$ cat config.mk
export PLATFORM = sky130hd
export DESIGN_NAME = cpu_bus_arbiter
export DESIGN_NICKNAME = d
export VERILOG_FILES = /design/src/rtl/cpu_bus_pkg.sv /design/src/rtl/bus_prio_mux.sv /design/src/rtl/cpu_bus_arbiter.sv
export SDC_FILE = /design/constraint.sdc
export NUM_CORES = 1
export LEC_CHECK = 0
export CAP_MARGIN = 25
export CORE_ASPECT_RATIO = 1.75
export CORE_MARGIN = 2
export CORE_UTILIZATION = 39
export CTS_CLUSTER_SIZE = 8
export DETAILED_ROUTE_END_ITERATION = 8
export GPL_TIMING_DRIVEN = 0
export PLACE_DENSITY = 0.82
export SYNTH_ARGS = -nofsm -noshare
export SYNTH_HDL_FRONTEND = slang
export SYNTH_HIERARCHICAL = 1
export SYNTH_SLANG_ARGS = --single-unit
$ cat constraint.sdc
create_clock -name bus_clk_in -period 2.2 [get_ports bus_clk_in]
set_input_delay 0.44 -clock bus_clk_in [delete_from_list [all_inputs] [get_ports bus_clk_in]]
set_output_delay 0.44 -clock bus_clk_in [all_outputs]
set_load 0.05 [all_outputs]
$ cat src/rtl/cpu_bus_pkg.sv
// ---------------------------------------------------------------------------
// cpu_bus_pkg
// Shared types and constants for the CPU-side bus fabric:
//   - dma_state_e      : sprite-DMA controller states
//   - DMA_*_DEF        : default trigger / target addresses and length
//   - OPEN_BUS_LO/HI   : address window that floats (open bus) when no
//                        slave claims a read
//   - in_open_bus()    : window membership helper
// ---------------------------------------------------------------------------
package cpu_bus_pkg;

    typedef enum logic [2:0] {
        ST_IDLE,
        ST_HALT,
        ST_ALIGN,
        ST_RD,
        ST_WR
    } dma_state_e;

    localparam logic [15:0] DMA_PAGE_REG_DEF = 16'h4014;
    localparam logic [15:0] DMA_DST_DEF      = 16'h2004;
    localparam int          DMA_LEN_DEF      = 256;

    localparam logic [15:0] OPEN_BUS_LO = 16'h4018;
    localparam logic [15:0] OPEN_BUS_HI = 16'h5FFF;

    function automatic logic in_open_bus(input logic [15:0] addr);
        return (addr >= OPEN_BUS_LO) && (addr <= OPEN_BUS_HI);
    endfunction

endpackage

$ cat src/rtl/bus_prio_mux.sv
// ---------------------------------------------------------------------------
// bus_prio_mux
// First-hit priority read-data mux with a fallback source. The lowest-index
// enabled source wins; with no source enabled the fallback passes through.
// Used for the CPU read path and for the PPU-side CHR/VRAM mux.
//
// Ports:
//   src_en        in  NUM_SRC         per-source data valid
//   src_data      in  NUM_SRC*DATA_W  packed data, source i at [i*DATA_W +: DATA_W]
//   fallback_data in  DATA_W          data used when no source is enabled
//   mux_data      out DATA_W          selected data
// ---------------------------------------------------------------------------
module bus_prio_mux #(
    parameter int NUM_SRC = 4,
    parameter int DATA_W  = 8
) (
    input  logic [NUM_SRC-1:0]        src_en,
    input  logic [NUM_SRC*DATA_W-1:0] src_data,
    input  logic [DATA_W-1:0]         fallback_data,
    output logic [DATA_W-1:0]         mux_data
);

    always_comb begin
        // NOTE: every output of a combinational block gets a default first,
        // so no path through the block leaves it unassigned (no latch).
        mux_data = fallback_data;
        // Scan from the lowest priority upward so the lowest enabled index
        // is the last assignment and therefore wins.
        for (int i = NUM_SRC - 1; i >= 0; i--) begin
            if (src_en[i]) begin
                mux_data = src_data[i*DATA_W +: DATA_W];
            end
        end
    end

endmodule

$ cat src/rtl/cpu_bus_arbiter.sv
// ---------------------------------------------------------------------------
// cpu_bus_arbiter
// CPU-side bus fabric: merges NUM_SRC slave read-data sources plus a RAM
// fallback into the CPU read path, and hosts the sprite-DMA master. A CPU
// write to DMA_PAGE_REG stalls the CPU (cpu_rdy_out=0) while DMA_LEN bytes
// are copied from page N (the written value) to DMA_DST, one read/write pair
// per byte. An extra ALIGN cycle is inserted when the stall begins on an odd
// cycle of the free-running parity flop.
//
// Optional feature (macro CPU_BUS_OPEN_BUS_EN): a data latch remembers the
// last value seen on the bus; unclaimed reads in the open-bus window return
// it instead of RAM data.
//
// Ports:
//   bus_clk_in       in  1               CPU-domain clock
//   bus_rst_n_in     in  1               async active-low reset
//   cpu_read_in      in  1               CPU read strobe
//   cpu_write_in     in  1               CPU write strobe
//   cpu_address_in   in  ADDR_W          CPU address
//   cpu_data_in      in  DATA_W          CPU write data
//   src_data_en_in   in  NUM_SRC         per-source read-data valid
//   src_data_in      in  NUM_SRC*DATA_W  packed source read data
//   ram_data_in      in  DATA_W          RAM read data (fallback)
//   cpu_data_out     out DATA_W          read data to CPU
//   bus_read_out     out 1               read strobe to slaves
//   bus_write_out    out 1               write strobe to slaves
//   bus_address_out  out ADDR_W          address to slaves
//   bus_data_out     out DATA_W          write data to slaves
//   cpu_rdy_out      out 1               CPU ready, 0 stalls the CPU
//   dma_busy_out     out 1               DMA in progress
// ---------------------------------------------------------------------------
module cpu_bus_arbiter
    import cpu_bus_pkg::*;
#(
    parameter int                NUM_SRC      = 4,
    parameter int                DATA_W       = 8,
    parameter int                ADDR_W       = 16,
    parameter logic [ADDR_W-1:0] DMA_PAGE_REG = ADDR_W'(DMA_PAGE_REG_DEF),
    parameter logic [ADDR_W-1:0] DMA_DST      = ADDR_W'(DMA_DST_DEF),
    parameter int                DMA_LEN      = DMA_LEN_DEF
) (
    input  logic                      bus_clk_in,
    input  logic                      bus_rst_n_in,
    input  logic                      cpu_read_in,
    input  logic                      cpu_write_in,
    input  logic [ADDR_W-1:0]         cpu_address_in,
    input  logic [DATA_W-1:0]         cpu_data_in,
    input  logic [NUM_SRC-1:0]        src_data_en_in,
    input  logic [NUM_SRC*DATA_W-1:0] src_data_in,
    input  logic [DATA_W-1:0]         ram_data_in,
    output logic [DATA_W-1:0]         cpu_data_out,
    output logic                      bus_read_out,
    output logic                      bus_write_out,
    output logic [ADDR_W-1:0]         bus_address_out,
    output logic [DATA_W-1:0]         bus_data_out,
    output logic                      cpu_rdy_out,
    output logic                      dma_busy_out
);

    localparam logic [7:0] LAST_IDX = 8'(DMA_LEN - 1);

    dma_state_e        state_q;
    dma_state_e        state_d;
    logic              parity_q;
    logic [DATA_W-1:0] page_q;
    logic [7:0]        index_q;
    logic [DATA_W-1:0] dma_data_q;
    logic [DATA_W-1:0] mux_data;
    logic [DATA_W-1:0] rd_data;
    logic              trigger;

    // Only an IDLE write can start a transfer; writes during a DMA are
    // swallowed and cannot retrigger or change the page.
    assign trigger = (state_q == ST_IDLE) && cpu_write_in &&
                     (cpu_address_in == DMA_PAGE_REG);

    bus_prio_mux #(
        .NUM_SRC (NUM_SRC),
        .DATA_W  (DATA_W)
    ) u_rd_mux (
        .src_en        (src_data_en_in),
        .src_data      (src_data_in),
        .fallback_data (ram_data_in),
        .mux_data      (mux_data)
    );

`ifdef CPU_BUS_OPEN_BUS_EN
    logic [DATA_W-1:0] data_latch_q;
    logic              open_bus_sel;

    // The window check uses the forwarded address, so a CPU read and a
    // DMA RD cycle both see the latch when nobody claims the access.
    assign open_bus_sel = bus_read_out && (src_data_en_in == '0) &&
                          in_open_bus(16'(bus_address_out));
    assign rd_data      = open_bus_sel ? data_latch_q : mux_data;

    always_ff @(posedge bus_clk_in or negedge bus_rst_n_in) begin
        if (!bus_rst_n_in) begin
            data_latch_q <= '0;
        end else if (bus_write_out) begin
            data_latch_q <= bus_data_out;
        end else if ((state_q == ST_IDLE) && bus_read_out) begin
            data_latch_q <= rd_data;
        end
    end
`else
    assign rd_data = mux_data;
`endif

    assign cpu_data_out = rd_data;
    assign cpu_rdy_out  = (state_q == ST_IDLE);
    assign dma_busy_out = (state_q != ST_IDLE);

    // Next-state and bus outputs.
    always_comb begin
        state_d         = state_q;
        bus_read_out    = 1'b0;
        bus_write_out   = 1'b0;
        bus_address_out = cpu_address_in;
        bus_data_out    = cpu_data_in;
        case (state_q)
            ST_IDLE: begin
                bus_read_out  = cpu_read_in;
                bus_write_out = cpu_write_in;
                if (trigger) begin
                    state_d = ST_HALT;
                end
            end
            ST_HALT: begin
                // Reads must land on even cycles; burn one more if odd.
                state_d = parity_q ? ST_ALIGN : ST_RD;
            end
            ST_ALIGN: begin
                state_d = ST_RD;
            end
            ST_RD: begin
                // Index never carries into the page: it is a pure 8-bit field.
                bus_address_out = ADDR_W'({page_q, index_q});
                bus_read_out    = 1'b1;
                state_d         = ST_WR;
            end
            ST_WR: begin
                bus_address_out = DMA_DST;
                bus_write_out   = 1'b1;
                bus_data_out    = dma_data_q;
                state_d         = (index_q == LAST_IDX) ? ST_IDLE : ST_RD;
            end
            default: begin
                state_d = ST_IDLE;
            end
        endcase
    end

    always_ff @(posedge bus_clk_in or negedge bus_rst_n_in) begin
        if (!bus_rst_n_in) begin
            state_q    <= ST_IDLE;
            parity_q   <= 1'b0;
            page_q     <= '0;
            index_q    <= '0;
            dma_data_q <= '0;
        end else begin
            // NOTE: state registers use non-blocking assignments so every
            // flop samples values from before this edge, independent of
            // statement order.
            state_q  <= state_d;
            parity_q <= ~parity_q;
            if (trigger) begin
                page_q <= cpu_data_in;
            end
            if (state_q == ST_RD) begin
                dma_data_q <= rd_data;
            end
            if (state_q == ST_WR) begin
                index_q <= (index_q == LAST_IDX) ? 8'd0 : index_q + 8'd1;
            end
        end
    end

endmodule

==> summary.md <==
| Metric | Value |
|---|---|
| Status | `completed` |
| M2 GR Usage | `0.427` |
| Vias | `1929` |
| Critical path endpoint category | `register` |
| ANT nets after route | `0` |
| Layout Area Growth over Synthesis | `62.8%` |
| # IOs | `108` |
| Input/output buffers | `105` |
| Grt total ovfl | `0` |
| MaxCap Viol Count | `0` |
| Per-cell routed wire length | `16.0 um` |
| NumNets Final | `380` |
| First-pass GRT wire length | `9400 um` |
| Leakage | `1.43 nW` |
| Final WS setup | `0.0547 ns` |
| Clock Sinks | `28` |
| Final Instance Area | `0.00311 mm2` |
| Die Ht | `96.6 um` |
| Vias/cell | `5.40` |
| Slowest CP cell | `or4_4` |
| Total GRT Usage | `0.218` |
| Maximum VDD drop | `0.346 mV` |
| Cts hold-fix bufs | `0` |
| Clock buffer depth | `2` |
| M1 GR Usage | `0.227` |
| Endpoints failing setup | `0` |
| Sequential share of the synthesized area | `0.367` |
| Largest net degree at the start of global routing | `21` |
| Grt peak-use layer | `met2` |
| Crit path required time | `2.35 ns` |
| CTS H-tree lvls | `1` |
| Site Rows | `33` |
| Clock latency on the worst-skew pair | `0.27 ns` |
| Gate Count Post-Synth | `196` |
| Max Clk Rate | `466 MHz` |
| Min cycle time layout | `2.15 ns` |
| Ys async rst share | `1.00` |
| Initial antenna violation count | `0` |
| Root Driver | `clkbuf_8` |
| WHS Endpoint | `parity_q` |
| Syn Area/Cell | `9.75 um2` |
| Met3 Use GR | `0.0373` |
| Worst hold path type | `reg -> reg` |
| Pwr Density | `373 mW/mm2` |
| Worst Clk Skew | `0.00799 ns` |
| CP Data Arrival Time | `2.30 ns` |
| Startpoint Class | `register` |
| Initial Utilization | `0.406` |
| Post-Syn Area | `0.00191 mm2` |
| Core area | `0.00471 mm2` |
| Drt initial violations | `34` |
| DP Wirelength | `4720 um` |
| CP peak stage delay | `0.45 ns` |
| Post-synth cell types | `35` |
| Top cells by area, synth | `dfrtp_1 (37%), mux2_2 (14%), a22o_1 (7.3%), nand2_1 (6.7%), o22ai_2 (5.2%)` |
| Actual slew at the worst max-slew pin | `0.518 ns` |
| Slew Viols, Final | `0` |
| CTS tree | `built` |
| Synthesized flop and latch total | `28` |
| Reg2reg start | `state_q[2]` |
| Syn Nets | `269` |
| Worst r2r path cells | `7` |
| Die width | `56.9 um` |
| Syn. warnings | `6` |
| Worst rel slew slack | `0.653` |
| CTS buffer count | `3` |
| Die area | `0.00550 mm2` |
| Hold Path Depth | `1` |
| Post-synth top area cell | `dfrtp_1` |
| Synth Flop Type | `dfrtp_1` |
| First-pass DRT Iterations | `4` |
| Share of cells above drive strength 1 | `0.344` |
| Vias in the first global route | `2021` |
| Critical-path maximum fanout | `8` |
| Worst Hold Launch | `parity_q` |
| Final wirelength | `5720 um` |
| Placed cell area | `0.00308 mm2` |
| Final period util | `0.975` |
| R2R setup slack | `0.05 ns` |
| Most frequent CP cell | `nor3_4` |
| RR Endpoint | `page_q[5]` |
| Routability cong. | `0.900` |
| CP Class | `reg -> reg` |
| CP cell instances | `buf_4, nor3_4, inv_4, or4_4, nor3_4, buf_12, mux2_2` |
| DP Worst Slack | `-0.985 ns` |
| DRC | `0` |
| Clock-pin slew on the worst setup and hold paths | `0.09 ns` |
| EDFF count, synth | `0` |
| Post-synth top area share | `0.367` |
| # diodes | `0` |
| Final Hold Vio Count | `0` |
==> final cells by class <==
class	instances	area, um2
clock buffers	3	41.3
flip-flops and latches	28	702
plain buffers	10	95.1
repair buffers	109	1030
inverters	6	25.0
well taps	52	65.1
fillers	402	1600
multi-input cells	149	1150
==> cells by family (layout without fill, tap and decap cells) <==
family | count (synthesis) | in the layout | share of synthesized area
AND/OR/NAND/NOR | 67 | 67 | 0.181
XOR/XNOR | 5 | 5 | 0.0229
multiplexers | 33 | 33 | 0.189
flip-flops | 28 | 28 | 0.367
buffers and inverters | 19 | 128 | 0.0511
adder cells (fa/ha/maj) | 1 | 1 | 0.00655
AO/OA/AOI/OAI | 43 | 43 | 0.183
==> through the flow <==
stage	util	power [W]	std cells	hold WS, ns	TNS (ns)
final	0.661	0.00116	357	0.433	0
after floorplan	-	0.000713	196	0.144	-2.00
after detailed placement	0.654	0.000922	354	0.423	-27.59
after global placement	0.649	0.000910	353	0.416	-27.04
after global routing	0.661	0.00121	357	0.474	-0.0206
after CTS	0.649	0.00117	356	0.436	0
==> synth_stat cells (3+ instances only) <==
cell type and count:
o22ai_2 8, mux2_2 24, nor3_1 3, mux2i_1 9, nand2_1 34, dfrtp_1 28
clkbuf_1 7, xnor2_1 4, buf_6 3, nor2_1 7, a21oi_1 8, nand2b_1 8
a22o_1 16, o21ai_0 5, nand3_1 3, inv_1 4
==> power by group <==
part / switching, W / internal (W)
clock network: 0.000144 / 0.000123
registers: 0.00000640 / 0.000528
logic: 0.000171 / 0.000187
==> state kept, by name, indices dropped and copies added (netlist names) <==
name,flops
dma_data_q,8
index_q,8
page_q,8
state_q,3
parity_q,1
==> metal layers <==
layer  up-vias  routed length (um)
met5         -                   0
li1        927                   -
met4         0                  81
met3         6                 405
met1       910                2080
met2        86                3150
==> critical path, delay by kind of cell, from the launching register on <==
kind / cells / cell delay (ns)
simple gates: 3 / 0.92
buf+inv: 3 / 0.34
mux: 1 / 0.33
flops: 1 / 0.44
==> cell usage in the layout, fill, tap and decap left out, types with 2 or more instances in the layout <==
cell / n
a21oi_1: 8
a22o_1: 6
a22o_2: 10
a31oi_1: 2
buf_2: 13
buf_4: 11
buf_6: 13
clkbuf_4: 6
clkbuf_8: 4
clkdlybuf4s50_1: 67
dfrtp_1: 27
dlygate4sd2_1: 4
inv_1: 3
inv_2: 2
mux2_2: 23
mux2i_1: 9
nand2_1: 34
nand2b_1: 8
nand3_1: 3
nand4_1: 2
nor2_1: 6
nor3_1: 2
nor3_4: 3
o21ai_0: 5
o22ai_2: 8
xnor2_1: 4
==> timing repair <==
action	4_1_cts	5_1_grt
buffers inserted	1	2
pin swaps	1	1
resized for setup	204	23
setup endpoints to repair	36	29
==> how the worst max path moves through the flow <==
stage	from	endpoint	slack (ns)	depth (start not counted)
final	state_q[2]	page_q[5]	0.05	7
after detailed placement	state_q[2]	bus_address_out[12]	-0.99	7
after global routing	state_q[1]	bus_address_out[0]	-0.007	6
after global placement	state_q[2]	bus_address_out[12]	-0.97	7
after CTS	src_data_en_in[2]	cpu_data_out[3]	0.002	6
after floorplan	state_q[1]	page_q[0]	-0.25	6
No activity file was read; power rests on OpenSTA's default activity.
